**src/rtl/unbiased_rounding_v2_if.sv**
```systemverilog
// Bus bundle for unbiased_rounding_v2: enable, active width, input sample and rounded result.
// The optional saturation flag exists only when UNBIASED_ROUNDING_SAT_FLAG_EN is defined.
interface unbiased_rounding_v2_if #(
    parameter int WIDTH_IN_MAX = 32,
    parameter int WIDTH_OUT    = 16
);
    localparam int WW = $clog2(WIDTH_IN_MAX + 1);

    // There is no valid/ready pair. ena is the only flow control: a sample is taken on
    // every rising edge with ena = 1. With ena = 0 every stage, and so dout, holds.
    logic                    ena;
    logic [WW-1:0]           width_in;
    logic [WIDTH_IN_MAX-1:0] din;
    logic [WIDTH_OUT-1:0]    dout;
`ifdef UNBIASED_ROUNDING_SAT_FLAG_EN
    logic                    sat;

    modport master (output ena, width_in, din, input dout, sat);
    modport slave  (input ena, width_in, din, output dout, sat);
`else
    modport master (output ena, width_in, din, input dout);
    modport slave  (input ena, width_in, din, output dout);
`endif
endinterface

```
**src/rtl/unbiased_rounding_v2.sv**
```systemverilog
// Two-stage convergent (round-half-to-even) rounder with saturation and run-time input width.
// Optional macro UNBIASED_ROUNDING_SAT_FLAG_EN adds a per-sample saturation flag (bus.sat).
module unbiased_rounding_v2 #(
    parameter int WIDTH_IN_MAX = 32,
    parameter int WIDTH_OUT    = 16,
    parameter bit IS_SIGNED    = 1'b1
) (
    input  logic                  clk,
    input  logic                  rst_n,
    unbiased_rounding_v2_if.slave bus
);
    localparam int WW = $clog2(WIDTH_IN_MAX + 1);
    localparam int XW = WIDTH_IN_MAX + 1;
    localparam int SW = XW + 1;
    localparam logic [WW-1:0] W_MAX = WW'(WIDTH_IN_MAX);
    localparam logic [WW-1:0] W_OUT = WW'(WIDTH_OUT);
    localparam logic signed [SW-1:0] OUT_MAX = IS_SIGNED ?
        SW'((64'sd1 <<< (WIDTH_OUT - 1)) - 64'sd1) : SW'((64'sd1 <<< WIDTH_OUT) - 64'sd1);
    localparam logic signed [SW-1:0] OUT_MIN = IS_SIGNED ?
        SW'(-(64'sd1 <<< (WIDTH_OUT - 1))) : SW'(0);

    logic [WW-1:0]          wi;
    logic [WW-1:0]          shift;
    logic                   ext;
    logic signed [XW-1:0]   x;
    logic signed [XW-1:0]   q_d;
    logic [XW-1:0]          guard_mask;
    logic [XW-1:0]          sticky_mask;
    logic                   guard;
    logic                   sticky;
    logic                   rnd_d;

    logic signed [XW-1:0]   q_q;
    logic                   rnd_q;
    logic                   sgn_q;

    logic signed [SW-1:0]   sum;
    logic                   sat_hi;
    logic                   sat_lo;
    logic [WIDTH_OUT-1:0]   dout_d;
    logic [WIDTH_OUT-1:0]   dout_q;

    // Stage 1: normalise the active bits to an XW-bit value, then floor-shift.
    always_comb begin
        wi    = (bus.width_in > W_MAX) ? W_MAX : bus.width_in;
        shift = (wi > W_OUT) ? (wi - W_OUT) : '0;

        ext = 1'b0;
        for (int i = 0; i < WIDTH_IN_MAX; i++) begin
            if (IS_SIGNED && (WW'(i + 1) == wi)) begin
                ext = bus.din[i];
            end
        end

        x = '0;
        for (int i = 0; i < WIDTH_IN_MAX; i++) begin
            x[i] = (WW'(i) < wi) ? bus.din[i] : ext;
        end
        x[XW-1] = ext;

        q_d = x >>> shift;
    end

    // Guard is the dropped MSB (the half weight); sticky is any dropped bit below it.
    always_comb begin
        guard_mask  = (shift == '0) ? '0 : (XW'(1) << (shift - WW'(1)));
        sticky_mask = (shift == '0) ? '0 : (guard_mask - XW'(1));
        guard       = |(x & guard_mask);
        sticky      = |(x & sticky_mask);
        rnd_d       = guard & (sticky | q_d[0]);
    end

    always_ff @(posedge clk) begin
        if (!rst_n) begin
            q_q   <= '0;
            rnd_q <= 1'b0;
            sgn_q <= 1'b0;
        end else if (bus.ena) begin
            q_q   <= q_d;
            rnd_q <= rnd_d;
            sgn_q <= x[XW-1];
        end
    end

    // Stage 2: increment with one bit of headroom, clamp toward the sign of the sample.
    always_comb begin
        sum    = {q_q[XW-1], q_q} + SW'(rnd_q);
        sat_hi = !sgn_q && (sum > OUT_MAX);
        sat_lo = sgn_q && (sum < OUT_MIN);
        if (sat_hi) begin
            dout_d = OUT_MAX[WIDTH_OUT-1:0];
        end else if (sat_lo) begin
            dout_d = OUT_MIN[WIDTH_OUT-1:0];
        end else begin
            dout_d = sum[WIDTH_OUT-1:0];
        end
    end

    always_ff @(posedge clk) begin
        if (!rst_n) begin
            dout_q <= '0;
        end else if (bus.ena) begin
            dout_q <= dout_d;
        end
    end

    assign bus.dout = dout_q;

`ifdef UNBIASED_ROUNDING_SAT_FLAG_EN
    logic sat_d;
    logic sat_q;

    assign sat_d = sat_hi | sat_lo;

    always_ff @(posedge clk) begin
        if (!rst_n) begin
            sat_q <= 1'b0;
        end else if (bus.ena) begin
            sat_q <= sat_d;
        end
    end

    assign bus.sat = sat_q;
`endif
endmodule

```
**src/flat_wrapper.sv**
```systemverilog
// flat-port wrapper written by rule: the top's interface ports become plain ports
module unbiased_rounding_v2_flat 
#(
    parameter int WIDTH_IN_MAX = 32,
    parameter int WIDTH_OUT    = 16,
    parameter bit IS_SIGNED    = 1'b1
)
  (clk, rst_n, bus_ena, bus_width_in, bus_din, bus_dout);
  unbiased_rounding_v2_if #(.WIDTH_IN_MAX(WIDTH_IN_MAX), .WIDTH_OUT(WIDTH_OUT)) bus_i ();
  input  logic clk;
  input  logic rst_n;
  input wire logic [$bits(bus_i.ena)-1:0] bus_ena;
  input wire logic [$bits(bus_i.width_in)-1:0] bus_width_in;
  input wire logic [$bits(bus_i.din)-1:0] bus_din;
  output wire logic [$bits(bus_i.dout)-1:0] bus_dout;
  assign bus_i.ena = bus_ena;
  assign bus_i.width_in = bus_width_in;
  assign bus_i.din = bus_din;
  assign bus_dout = bus_i.dout;
  unbiased_rounding_v2 #(.WIDTH_IN_MAX(WIDTH_IN_MAX), .WIDTH_OUT(WIDTH_OUT), .IS_SIGNED(IS_SIGNED)) u_core (.clk(clk), .rst_n(rst_n), .bus(bus_i));
endmodule
```
**config.mk**
```make
export PLATFORM = sky130hd
export DESIGN_NAME = unbiased_rounding_v2_flat
export DESIGN_NICKNAME = d
export VERILOG_FILES = /design/src/rtl/unbiased_rounding_v2_if.sv /design/src/rtl/unbiased_rounding_v2.sv /design/src/flat_wrapper.sv
export SDC_FILE = /design/constraint.sdc
export NUM_CORES = 1
export LEC_CHECK = 0
export ABC_AREA = 1
export BUFFER_PORTS_ARGS = -buffer_cell sky130_fd_sc_hd__buf_2
export CAP_MARGIN = 20
export CORE_AREA = 2 2 103 105
export CTS_BUF_LIST = sky130_fd_sc_hd__clkbuf_4
export DETAILED_ROUTE_END_ITERATION = 10
export DIE_AREA = 0 0 105 107
export PLACE_DENSITY_LB_ADDON = 0.25
export SLEW_MARGIN = 20
export SYNTH_ARGS = -nofsm -noshare
export SYNTH_HDL_FRONTEND = slang
export SYNTH_SLANG_ARGS = --single-unit
```
**constraint.sdc**
```tcl
create_clock -name clk -period 4.91 [get_ports clk]
set_input_delay 0.2455 -clock clk [delete_from_list [all_inputs] [get_ports clk]]
set_output_delay 0.2455 -clock clk [all_outputs]
set_load 0.03 [all_outputs]
```
# Word-level counts from Yosys, hierarchy flattened
# Index checks and enable logic that the tools add are counted.
# op_classes
add_sub_neg	4
magnitude_cmp	36
n_eq_ne	32
n_shift	2
mux	70
bitwise_logic	4
n_reduce_logical	6
# op_table
cell	count
$eq A5 B6 Y1 const A	16
$lt A5 B6 Y1 const A	16
$and A33 B33 Y33	2
$mux W33	2
$reduce_or A33 Y1	2
$mux W1	64
$eq A4 B6 Y1 const A	8
$lt A4 B6 Y1 const A	8
$add A33 B2 Y34	1
$gt A34 B16 Y1 const B	1
$lt A34 B16 Y1 const B	1
$shl A1 B6 Y33 const A	1
$sshr A33 B6 Y33	1
$sub A33 B1 Y33 const B	1
$mux W16	2
$eq A3 B6 Y1 const A	4
$lt A3 B6 Y1 const A	4
$eq A2 B6 Y1 const A	2
$lt A1 B6 Y1 const A	2
$lt A2 B6 Y1 const A	2
$mux W6	2
$eq A1 B6 Y1 const A	1
$eq A6 B6 Y1 const A	1
$gt A6 B5 Y1 const B	1
8 further kinds	9
# word_totals
register_bits	51
inputBits	41

# Depth between registers and ports, before layout
# Gate-level depths: netlist of the first run.
# logic_depth
depth_word	40
mapped_depth	30
depth_no_buf	30

# Least setup slack after synthesis of the first run
# No wires, ideal clock.
# synth_timing
path_kind	reg-to-reg
startpoint	register u_core.rnd_q
endpoint	register u_core.dout_q[10] (netlist: u_core.bus.dout[10])
setup_time_ps	120
arrival_time_ps	3311
t_required_ps	4790
path_slack_ps	1479
stages_incl_launch_ff	24
path_buffers	1
path_cell_list	dfxtp_1 -> ha_1 -> ha_1 -> nand3_2 -> nor2_2 -> nand2_2 -> nor2_2 -> inv_1 -> nor4_2 -> nand2_1 -> nor3b_2 -> nor3b_4 -> nand3_2 -> nor2_2 -> nand3_1 -> nor3_2 -> nand2_1 -> xor2_1 -> nand4_1 -> nor4_1 -> nand2_1 -> a21oi_2 -> buf_2 -> a21oi_1
# synth_between
elab_chain_cells	5
# synth_lines
element	line	source
start: declaration	unbiased_rounding_v2.sv:34	logic rnd_q;
start signal: assignment	unbiased_rounding_v2.sv:80	rnd_q <= rnd_d;
$add A33 B2 Y34 (*)	unbiased_rounding_v2.sv:87	sum = {q_q[XW-1], q_q} + SW'(rnd_q);
$lt A34 B16 Y1	unbiased_rounding_v2.sv:89	sat_lo = sgn_q && (sum < OUT_MIN);
$logic_and A1 B1 Y1	unbiased_rounding_v2.sv:89	
$mux W16	unbiased_rounding_v2.sv:92	end else if (sat_lo) begin
$mux W16 (*)	unbiased_rounding_v2.sv:90	if (sat_hi) begin
end signal: assignment	unbiased_rounding_v2.sv:103	dout_q <= dout_d;
end: declaration	unbiased_rounding_v2.sv:41	logic [WIDTH_OUT-1:0] dout_q;
# Every way passes the cells marked *; elsewhere a longest branch is shown, timed or not.
# A chain may end at the register's enable or synchronous reset.

# Worst setup path in the final report of the first run
# layout_timing
startpoint	register u_core.rnd_q
endpoint	register u_core.dout_q[3] (netlist: u_core.bus.dout[3])
# Same word-level chain as after synthesis.

==> results of run 1 <==
## where the power goes
part / switching (µW) / internal, µW / total (µW)
Clock: 121 / 51.8 / 172
Sequential: 31.0 / 443 / 474
Combinational: 355 / 171 / 526
Total: 507 / 666 / 1170
## worst min-delay path by stage
stage,end,cells after the start
final,u_core.q_q[13]$_SDFFE_PN0P_,3
after floorplan,u_core.q_q[14]$_SDFFE_PN0P_,4
after global routing,u_core.q_q[13]$_SDFFE_PN0P_,3
after global placement,u_core.bus.dout[15]$_SDFFE_PN0P_,2
after detailed placement,u_core.bus.dout[15]$_SDFFE_PN0P_,2
after CTS,u_core.q_q[13]$_SDFFE_PN0P_,3
## placed cells by master (no fill, tap or decap), types with 3 or more instances in the layout
| cell | instances |
|---|---|
| and3_1 | 4 |
| a32o_1 | 3 |
| nand2_1 | 220 |
| a221oi_1 | 6 |
| ha_1 | 3 |
| or2_2 | 3 |
| inv_2 | 7 |
| nor4_1 | 6 |
| a31oi_1 | 4 |
| nor2_1 | 83 |
| o21ai_0 | 65 |
| inv_1 | 112 |
| xnor2_1 | 3 |
| nand2_2 | 6 |
| a22oi_1 | 7 |
| nor2_2 | 6 |
| nor2_4 | 7 |
| dfxtp_1 | 50 |
| clkbuf_4 | 5 |
| o22ai_1 | 3 |
| xor2_1 | 32 |
| nand4_1 | 17 |
| buf_4 | 10 |
| o211ai_1 | 6 |
| a21oi_1 | 67 |
| inv_4 | 3 |
| nand3_1 | 102 |
| o21ai_1 | 3 |
| mux2i_1 | 12 |
| buf_2 | 56 |
| nor3_1 | 13 |
## critical path, cell delays in order, from the launching register on
cell,delay (ns)
dfxtp_1,0.38
ha_1,0.18
ha_1,0.20
nand3_2,0.11
nor2_2,0.11
nand2_2,0.08
nor2_2,0.08
inv_1,0.06
nor4_2,0.13
nand2_1,0.10
nor3b_2,0.22
nor3b_4,0.27
nand3_2,0.13
nor2_2,0.12
nand3_1,0.12
nor3_2,0.14
nand2_1,0.09
xor2_1,0.29
nand4_1,0.12
nor4_1,0.21
nand2_1,0.10
a21oi_2,0.59
a21oi_1,0.16
## sequential cells by signal, indices dropped and copies added, names as in the netlist
register and flops:
u_core.bus.dout 16, u_core.q_q 32, u_core.sgn_q 1, u_core.rnd_q 1
## final cells by class
type	instances	share of cell area
clock buffer	5	0.006443
inverter	123	0.08054
clock inverter	2	0.001718
tap	136	0.02921
sequential	50	0.1718
timing repair buffer	66	0.06100
multi-input combinational	714	0.6493
## stage by stage
| step | std cells | instance area (µm²) |
|---|---|---|
| 4_1_cts | 1096 | 5826 |
| 6_report | 1096 | 5826 |
| 3_3_place_gp | 1089 | 5778 |
| 5_1_grt | 1096 | 5826 |
| 3_5_place_dp | 1089 | 5778 |
| 2_1_floorplan | 921 | 5404 |
## kinds of logic after synthesis
kind of cell / count (synthesis)
fa+ha+maj: 3
buf+inv: 157
flops: 50
simple gates: 485
xor+xnor: 35
compound gates: 179
mux: 12
## cells in the mapped netlist, types with 7 or more instances
cell type | n | area (µm²)
nor3_1 | 13 | 65.06
nand4_1 | 17 | 106.4
nor2_1 | 83 | 311.6
xor2_1 | 32 | 280.3
a21oi_1 | 67 | 335.3
clkbuf_1 | 27 | 101.4
a22oi_1 | 7 | 52.55
inv_2 | 7 | 26.28
o21ai_0 | 65 | 325.3
dfxtp_1 | 50 | 1001
mux2i_1 | 12 | 120.1
nor2_4 | 7 | 78.83
nand2_1 | 220 | 825.8
inv_1 | 112 | 420.4
nand3_1 | 102 | 510.5
## per-layer routing
metal,track usage,share of wire,up-vias
li1,-,-,3147
met1,0.4613,0.48,2814
met2,0.4467,0.42,255
met3,0.04924,0.088,27
met4,0.04762,0.014,0
met5,0,0,-
==> key figures, run 1 <==
STA
  • Worst slew margin: 0.3452
  • Min Hold Slack: 0.2583 ns
  • Max Clock Skew: 0.01196 ns
  • RSZ-0062 raised after global routing: false
  • Peak Freq: 243.6 MHz
  • Minimum clock period: between 4 and 5 ns
  • Setup tns final: 0 ns
  • Fin crit share: 0.8362
  • Final hold vios: 0
  • Worst-Margin Slew: 0.9812 ns
  • Slew Viols, Final: 0
  • Endpoints failing setup: 0
  • Post-route setup slack: 0.8044 ns

Clocking
  • CTS root buffer: clkbuf_4
  • Worst-path clk slew: roughly 0.14 ns
  • Post-CTS sizing: 0
  • TritonCTS clock tree: done
  • Buffer count from post-CTS setup fixing: 0
  • CTS Sinks: 50
  • Cts bufs inserted: 5
  • Clock latency on the worst-skew pair: 0.35 ns
  • Number of H-tree levels: 2
  • Hold-fix buffers, CTS: 0
  • Clock Tree Buf Depth: 2

Synth
  • Post-Syn Area per Cell: 5.867 µm²
  • Sequential area share after synthesis: 0.1852
  • Synth Area in Simple Gates: 0.4172
  • Gate Count Post-Synth: 921
  • Synth Area in Compound Gates: 0.1968
  • Adder-Cell Fraction of Synth Area: 0.006946
  • Mux cell area share after synthesis: 0.02223
  • Netlist Area Pre-Place: 5404 µm²
  • Syn nets: 965
  • Top FF cell, synth: dfxtp_1
  • Largest family of logic cells by synthesized area: simple AND/OR/NAND/NOR gates
  • Post-synth EDFFs: 0
  • Ys Warns: 0
  • Post-synth cell types: 57
  • Post-synth ARST share: 0
  • Synthesis-stage register bit count: 50
  • Synth Area in XOR/XNOR: 0.05673

Setup path
  • R2R setup slack: 0.80 ns
  • Crit start category: flop
  • R2r startpoint: u_core.rnd_q$_SDFFE_PN0P_
  • CP Max Fanout: 15
  • Critical path endpoint: u_core.bus.dout[3]$_SDFFE_PN0P_
  • Critical Path RT: 5.14 ns
  • CP Capture Type: flop
  • WP data arrival: between 4 and 5 ns
  • Setup CP Type: reg -> reg
  • Reg2Reg Depth: 22
  • Worst setup startpoint: u_core.rnd_q$_SDFFE_PN0P_
  • Reg-to-reg endpoint: u_core.bus.dout[3]$_SDFFE_PN0P_

Pwr
  • Pwr Total: approximately 1200 µW
  • PwrDens: about 200 nW/µm²
  • Leak Pwr: 0.002814 µW
  • VDD IR-drop max: 0.1615 mV

Die
  • Die footprint: 11240 µm²
  • DIE WIDTH: 105 µm
  • Die Y-Extent: 107 µm
  • Initial Util: 0.5355
  • Core footprint: 10090 µm²
  • Rows: 37
  • I/O pin cnt: 57

Layout
  • Antenna Cells: 0
  • Area Overhead vs Synth: 7.803%
  • Filler cell count: 1136
  • Core Util, Final: 0.5772
  • Reg area: 1001 µm²
  • Layout cells sized above 1: 0.1292
  • Net count, final: 1004
  • Multi-input logic area: 3782 µm²

Placement
  • PortBufs: 56
  • Gp weighted congestion: 0.9977
  • Worst slack, placed: 0.8066 ns
  • Dpl hpwl: ~13000 µm

Drt
  • Avg WL per Cell: roughly 15 µm
  • Via count: 6243
  • Via-per-instance ratio: 5.696
  • Initial DRT Pass Iterations: 5
  • Post-route DRC violation count: 0
  • DRT iter0 DRCs: 520
  • Final Routed Wirelength: roughly 17000 µm
  • Antenna violation net count after detailed routing: 0

Global route
  • Total GRT Usage: 0.3013
  • First-pass GRT wire length: 27660 µm
  • GRT Residual Overflow: 0
  • Vias in the first global route: 5619
  • Largest net degree at the start of global routing: 34
  • Initial antenna violation count: 0

Run
  • MaxCap Viol Count: 0

Hold path
  • Hold Path Class: in -> reg
  • Hold path start: rst_n

Run status
  • Status: complete, no violations
(Power assumes the default switching activity.)
==> run 2, diff against run 1 <==
==> constraint.sdc (replaced) <==
create_clock -name clk -period 4.1 [get_ports clk]
set_input_delay 0.205 -clock clk [delete_from_list [all_inputs] [get_ports clk]]
set_output_delay 0.205 -clock clk [all_outputs]
set_load 0.03 [all_outputs]
==> key figures, run 2 (synthesis gave the netlist of run 1 again) <==
Run status
  • Status: complete, no violations

Drt
  • DRT iter0 DRCs: approximately 660
  • Via count: 6428
  • Antenna violation net count after detailed routing: 0
  • Via-per-instance ratio: between 5 and 6
  • Final Routed Wirelength: 17070 µm
  • Post-route DRC violation count: 0
  • Initial DRT Pass Iterations: 6
  • Avg WL per Cell: about 15 µm

Setup path
  • CP Capture Type: flop
  • Setup CP Type: reg -> reg
  • R2R setup slack: 0.38 ns
  • Slowest stage cell, crit path: dfxtp_2
  • Reg-to-reg endpoint: u_core.bus.dout[11]$_SDFFE_PN0P_
  • CP Max Fanout: 15
  • Crit start category: flop
  • Max stage delay on crit path: 0.38 ns
  • Critical Path RT: ~4.4 ns
  • Crit-path leading delay family: simple AND/OR/NAND/NOR gates
  • WP data arrival: 4.01 ns
  • R2r startpoint: u_core.rnd_q$_SDFFE_PN0P_
  • Buffers plus inverters on the worst setup path: 2
  • Reg2Reg Depth: 23
  • CP Cell Sequence: ha_1, ha_1, nand3_2, nor2_2, nand2_2, nor2_2, inv_1, nor4_2, nand2_1, nor3b_2, nor3b_4, nand3_2, nor2_2, nand3_1, nor3_2, nand2_1, xor2_2, nand4_1, nor4_2, nand2_1, a21oi_2, buf_6, a21oi_1

Global route
  • Vias in the first global route: 5861
  • Largest net degree at the start of global routing: 34
  • GRT Residual Overflow: 0
  • Initial antenna violation count: 0
  • Total GRT Usage: 0.3045
  • First-pass GRT wire length: about 28000 µm

Die
  • Rows: 37
  • Core footprint: just over 10000 µm²
  • Die Y-Extent: between 100 and 150 µm
  • I/O pin cnt: 57
  • DIE WIDTH: roughly 110 µm
  • Die footprint: 11240 µm²
  • Initial Util: 0.5355

STA
  • Fin crit share: 0.9064
  • Worst-Margin Slew: 1.035 ns
  • Minimum clock period: ~3.7 ns
  • Setup tns final: 0 ns
  • Worst slew margin: 0.3093
  • Max Clock Skew: 0.01451 ns
  • Peak Freq: 269.1 MHz
  • Final hold vios: 0
  • Endpoints failing setup: 0
  • Slew Viols, Final: 0

Hold path
  • Hold depth: 3
  • Hold path start: rst_n
  • Hold Path Class: in -> reg
  • Min-Delay Endpoint: u_core.q_q[13]$_SDFFE_PN0P_

Clocking
  • Clock latency on the worst-skew pair: 0.39 ns
  • Clock Tree Buf Depth: 2
  • CTS Sinks: 50
  • Worst-path clk slew: 0.15 ns
  • Cts bufs inserted: 5
  • TritonCTS clock tree: done
  • Hold-fix buffers, CTS: 0
  • CTS root buffer: clkbuf_4
  • Number of H-tree levels: 2

Pwr
  • VDD IR-drop max: 0.1875 mV
  • Comb pwr share: 0.444
  • Sw Share: 0.4379
  • Psw: 628.3 µW
  • Sequential share of power: 0.396
  • PwrDens: 241.8 nW/µm²
  • Clk pwr share: 0.160
  • Int Pwr: 806.3 µW
  • Leak Pwr: 0.002868 µW

Layout
  • Most flop-heavy register: u_core.q_q
  • Area Overhead vs Synth: 9.794%
  • Most frequent cells in the layout: nand2_1 (220), inv_1 (112), nand3_1 (102)
  • Net count, final: 1015
  • Layout cells sized above 1: 0.1420
  • Core Util, Final: 0.5879
  • Layout Cells excl Fill: 1108
  • Commonest non-fill, non-tap cell in the layout: nand2_1
  • Antenna Cells: 0
  • Max reg flops: 32

Placement
  • Dpl hpwl: 13250 µm
  • PortBufs: 56
  • Gp weighted congestion: 1.024
  • Cells after DPL: 1098

Run
  • MaxCap Viol Count: 0
==> run 2: what timing repair did <==
action,4_1_cts,5_1_grt
setup buffers,0,2
endpoints found under the setup margin,0,15
gates resized for setup,0,4
==> run 2: worst max path at each step <==
stage	from	to	slack (ns)	cells after the start
after global placement	u_core.rnd_q$_SDFFE_PN0P_	u_core.bus.dout[9]$_SDFFE_PN0P_	0.30	23
after CTS	u_core.rnd_q$_SDFFE_PN0P_	u_core.bus.dout[11]$_SDFFE_PN0P_	0.19	23
after global routing	u_core.q_q[0]$_SDFFE_PN0P_	u_core.bus.dout[1]$_SDFFE_PN0P_	-0.04	23
after detailed placement	u_core.rnd_q$_SDFFE_PN0P_	u_core.bus.dout[11]$_SDFFE_PN0P_	0.24	23
final	u_core.rnd_q$_SDFFE_PN0P_	u_core.bus.dout[11]$_SDFFE_PN0P_	0.38	23
after floorplan	u_core.rnd_q$_SDFFE_PN0P_	u_core.bus.dout[10]$_SDFFE_PN0P_	0.67	23
==> run 2: cell type report <==
cell class,instances,area (µm²)
Inverter,123,469.2
Sequential cell,50,1002
Clock inverter,3,16.27
Clock buffer,5,37.54
Timing Repair Buffer,77,441.7
Multi-Input combinational cell,714,3796
Tap cell,136,170.2
Fill cell,1067,4159
==> run 2: through the flow <==
| stage | hold slack (ns) | setup WS, ns | cell area (µm²) | total power [µW] |
|---|---|---|---|---|
| after floorplan | 0.4088 | 0.6686 | 5404 | 1025 |
| after global placement | 0.4527 | 0.2976 | 5846 | 1197 |
| after detailed placement | 0.4618 | 0.2442 | 5846 | 1195 |
| after CTS | 0.1774 | 0.1944 | 5899 | 1417 |
| after global routing | 0.1733 | -0.03931 | 5933 | 1534 |
| final | 0.1841 | 0.3836 | 5933 | 1435 |
==> run 2: power groups by stage <==
stage / registers, µW / logic (µW) / clock network [µW]
6_report: 568 / 638 / 229
5_1_grt: 574 / 707 / 253
4_1_cts: 567 / 620 / 231
3_5_place_dp: 578 / 617 / 0
3_3_place_gp: 577 / 620 / 0
2_1_floorplan: 596 / 429 / 0
==> run 2: worst reg2reg max path: stages (launching register included) <==
cell     delay (ns)
dfxtp_2        0.38
ha_1           0.17
ha_1           0.19
nand3_2        0.11
nor2_2         0.12
nand2_2        0.09
nor2_2         0.09
inv_1          0.06
nor4_2         0.13
nand2_1        0.10
nor3b_2        0.23
nor3b_4        0.26
nand3_2        0.12
nor2_2         0.14
nand3_1        0.13
nor3_2         0.17
nand2_1        0.11
xor2_2         0.22
nand4_1        0.14
nor4_2         0.15
nand2_1        0.10
a21oi_2        0.14
buf_6          0.18
a21oi_1        0.10
==> run 2: metal layers <==
| layer | GRT usage | part of all wire | up-vias |
|---|---|---|---|
| met5 | 0 | 0 | - |
| li1 | - | - | 3157 |
| met1 | 0.4316 | 0.45 | 2884 |
| met4 | 0.08000 | 0.023 | 0 |
| met2 | 0.4717 | 0.43 | 335 |
| met3 | 0.05897 | 0.095 | 52 |
==> run 3, diff against run 2 <==
--- a/config.mk
+++ b/config.mk
@@ -8,10 +8,10 @@
 export ABC_AREA = 1
 export BUFFER_PORTS_ARGS = -buffer_cell sky130_fd_sc_hd__buf_2
 export CAP_MARGIN = 20
-export CORE_AREA = 2 2 103 105
-export CTS_BUF_LIST = sky130_fd_sc_hd__clkbuf_4
+export CORE_AREA = 2 2 130 132
+export CTS_BUF_LIST = sky130_fd_sc_hd__clkbuf_16
 export DETAILED_ROUTE_END_ITERATION = 10
-export DIE_AREA = 0 0 105 107
+export DIE_AREA = 0 0 132 134
 export PLACE_DENSITY_LB_ADDON = 0.25
 export SLEW_MARGIN = 20
 export SYNTH_ARGS = -nofsm -noshare
==> key figures, run 3 (synthesis gave the netlist of run 1 again) <==
Clocking
  • TritonCTS clock tree: done
  • Clock Tree Buf Depth: 2
  • Clock latency on the worst-skew pair: about 0.29 ns
  • Number of H-tree levels: 2
  • Worst-path clk slew: 0.07 ns
  • CTS Sinks: 50
  • Cts bufs inserted: 5
  • CTS root buffer: clkbuf_16

Die
  • I/O pin cnt: 57
  • Rows: 47
  • Die Y-Extent: 134 µm
  • DIE WIDTH: 132 µm
  • Die footprint: 17690 µm²
  • Core footprint: roughly 16000 µm²
  • Initial Util: 0.3317

Layout
  • Multi-input logic area: 3790 µm²
  • Max reg flops: 32
  • Finished Cell Area: 6146 µm²
  • Antenna Cells: 0
  • Commonest non-fill, non-tap cell in the layout: nand2_1
  • Net count, final: 1017
  • Filler cell count: 1829
  • Most frequent cells in the layout: nand2_1 (220), inv_1 (112), nand3_1 (102)
  • Reg area: 1001 µm²
  • Most flop-heavy register: u_core.q_q
  • Layout cells sized above 1: 0.1427
  • Area Overhead vs Synth: 13.73%

Drt
  • Post-route DRC violation count: 0
  • Avg WL per Cell: 15.09 µm
  • Via-per-instance ratio: around 5.2
  • Final Routed Wirelength: 18020 µm
  • Via count: around 6000
  • DRT iter0 DRCs: 464
  • Antenna violation net count after detailed routing: 0
  • Initial DRT Pass Iterations: 5

Setup path
  • Buffers plus inverters on the worst setup path: 3
  • Slowest stage cell, crit path: dfxtp_1
  • CP Cell Sequence: ha_1, ha_1, nand3_2, nor2_2, nand2_2, nor2_2, inv_1, nor4_2, nand2_1, nor3b_2, nor3b_4, nand3_2, nor2_2, nand3_1, nor3_2, nand2_1, xor2_2, buf_4, o41ai_4, buf_4, nand2_1, a21oi_1
  • Max stage delay on crit path: about 0.4 ns
  • CP Max Fanout: 15
  • Critical Path RT: 4.33 ns
  • Setup CP Type: reg -> reg
  • Crit-path leading delay family: simple AND/OR/NAND/NOR gates
  • Critical path endpoint: u_core.bus.dout[3]$_SDFFE_PN0P_
  • Worst setup startpoint: u_core.rnd_q$_SDFFE_PN0P_
  • WP depth: 22
  • CP Capture Type: flop
  • Reg-to-reg endpoint: u_core.bus.dout[3]$_SDFFE_PN0P_
  • R2R setup slack: about 0.31 ns
  • Crit start category: flop
  • WP data arrival: 4.02 ns
  • R2r startpoint: u_core.rnd_q$_SDFFE_PN0P_
  • Reg2Reg Depth: 22

STA
  • Final hold vios: 0
  • Peak Freq: 263.8 MHz
  • Slew Viols, Final: 0
  • Endpoints failing setup: 0
  • Worst-Margin Slew: 1.027 ns
  • Setup tns final: 0 ns
  • Minimum clock period: 3.790 ns
  • Fin crit share: 0.9245
  • Worst slew margin: 0.3148
  • Max Clock Skew: 0.005185 ns

Global route
  • Total GRT Usage: 0.1984
  • Met1 Use GR: 0.2847
  • Grt peak-use layer: met2
  • First-pass GRT wire length: 29040 µm
  • Met3 GRT Util: 0.01738
  • Met2 Resource Use GR: 0.3194
  • Vias in the first global route: 5731
  • Largest net degree at the start of global routing: 34
  • GRT Residual Overflow: 0
  • Initial antenna violation count: 0

Hold path
  • Hold Path Class: in -> reg

Pwr
  • VDD IR-drop max: 0.1698 mV
  • Leak Pwr: about 0.003 µW
  • PwrDens: 266.5 nW/µm²

Placement
  • Dpl hpwl: 14260 µm
  • Placed inst area: 5958 µm²
  • Gp weighted congestion: 0.9493
  • PortBufs: 56

Run
  • MaxCap Viol Count: 0

Run status
  • Status: complete, no violations
run 3: changes by cell type in the layout (fill, tap and decap cells not counted), moves of 2 or more:
cell	change
buf_4	+2
clkbuf_16	+5
clkinv_4	+2
clkbuf_4	-5
run 3: how the worst min path moves through the flow:
| stage | cells past startpoint | to | startpoint |
|---|---|---|---|
| 2_1_floorplan | 4 | u_core.q_q[14]$_SDFFE_PN0P_ | bus_din[30] |
| 3_3_place_gp | 2 | u_core.q_q[0]$_SDFFE_PN0P_ | u_core.q_q[0]$_SDFFE_PN0P_ |
| 3_5_place_dp | 2 | u_core.bus.dout[15]$_SDFFE_PN0P_ | u_core.bus.dout[15]$_SDFFE_PN0P_ |
| 4_1_cts | 3 | u_core.q_q[13]$_SDFFE_PN0P_ | rst_n |
| 5_1_grt | 3 | u_core.q_q[13]$_SDFFE_PN0P_ | rst_n |
| 6_report | 5 | u_core.q_q[14]$_SDFFE_PN0P_ | bus_din[30] |
run 3: cell type report:
cell class | count | area share
Inverter | 123 | 0.07634
Timing Repair Buffer | 79 | 0.07431
Clock inverter | 3 | 0.004682
Multi-Input combinational cell | 714 | 0.6167
Sequential cell | 50 | 0.1629
Tap cell | 220 | 0.04479
Clock buffer | 5 | 0.02036
run 3: worst reg2reg max path, cell delays in order, from the launching register on:
cell	delay, ns
dfxtp_1	0.39
ha_1	0.19
ha_1	0.19
nand3_2	0.11
nor2_2	0.10
nand2_2	0.09
nor2_2	0.08
inv_1	0.05
nor4_2	0.15
nand2_1	0.11
nor3b_2	0.24
nor3b_4	0.27
nand3_2	0.12
nor2_2	0.13
nand3_1	0.13
nor3_2	0.17
nand2_1	0.12
xor2_2	0.17
buf_4	0.15
o41ai_4	0.32
buf_4	0.24
nand2_1	0.08
a21oi_1	0.12
run 3: timing repair:
item | in CTS | in global routing
hold endpoints to repair | 0 | 0
buffers inserted | 0 | 3
endpoints found under the setup margin | 0 | 15
hold buffers | 0 | 0
resized for setup | 0 | 2
run 3: metrics by stage:
step	util	power, µW	worst slack (ns)	hold WS, ns	instances
after floorplan	-	1025	0.6686	0.4088	921
after global placement	0.3658	1207	0.2171	0.4663	1183
after detailed placement	0.3658	1205	0.2530	0.4710	1183
after CTS	0.3752	1641	0.2129	0.2977	1191
after global routing	0.3773	1747	-0.004933	0.3419	1194
final	0.3773	1638	0.3096	0.2955	1194
run 3: layer usage:
layer / vias to the layer above / routed length (µm)
met1: 2787 / 8963
li1: 3168 / -
met2: 196 / 7925
met3: 27 / 789
met5: - / 0
met4: 0 / 337
run 3: power breakdown:
group	internal (µW)	total (µW)	leakage, µW	switching [µW]
clock	233	432	0.0000759	199
sequential	530	568	0.000415	37.8
combinational	213	639	0.00243	425
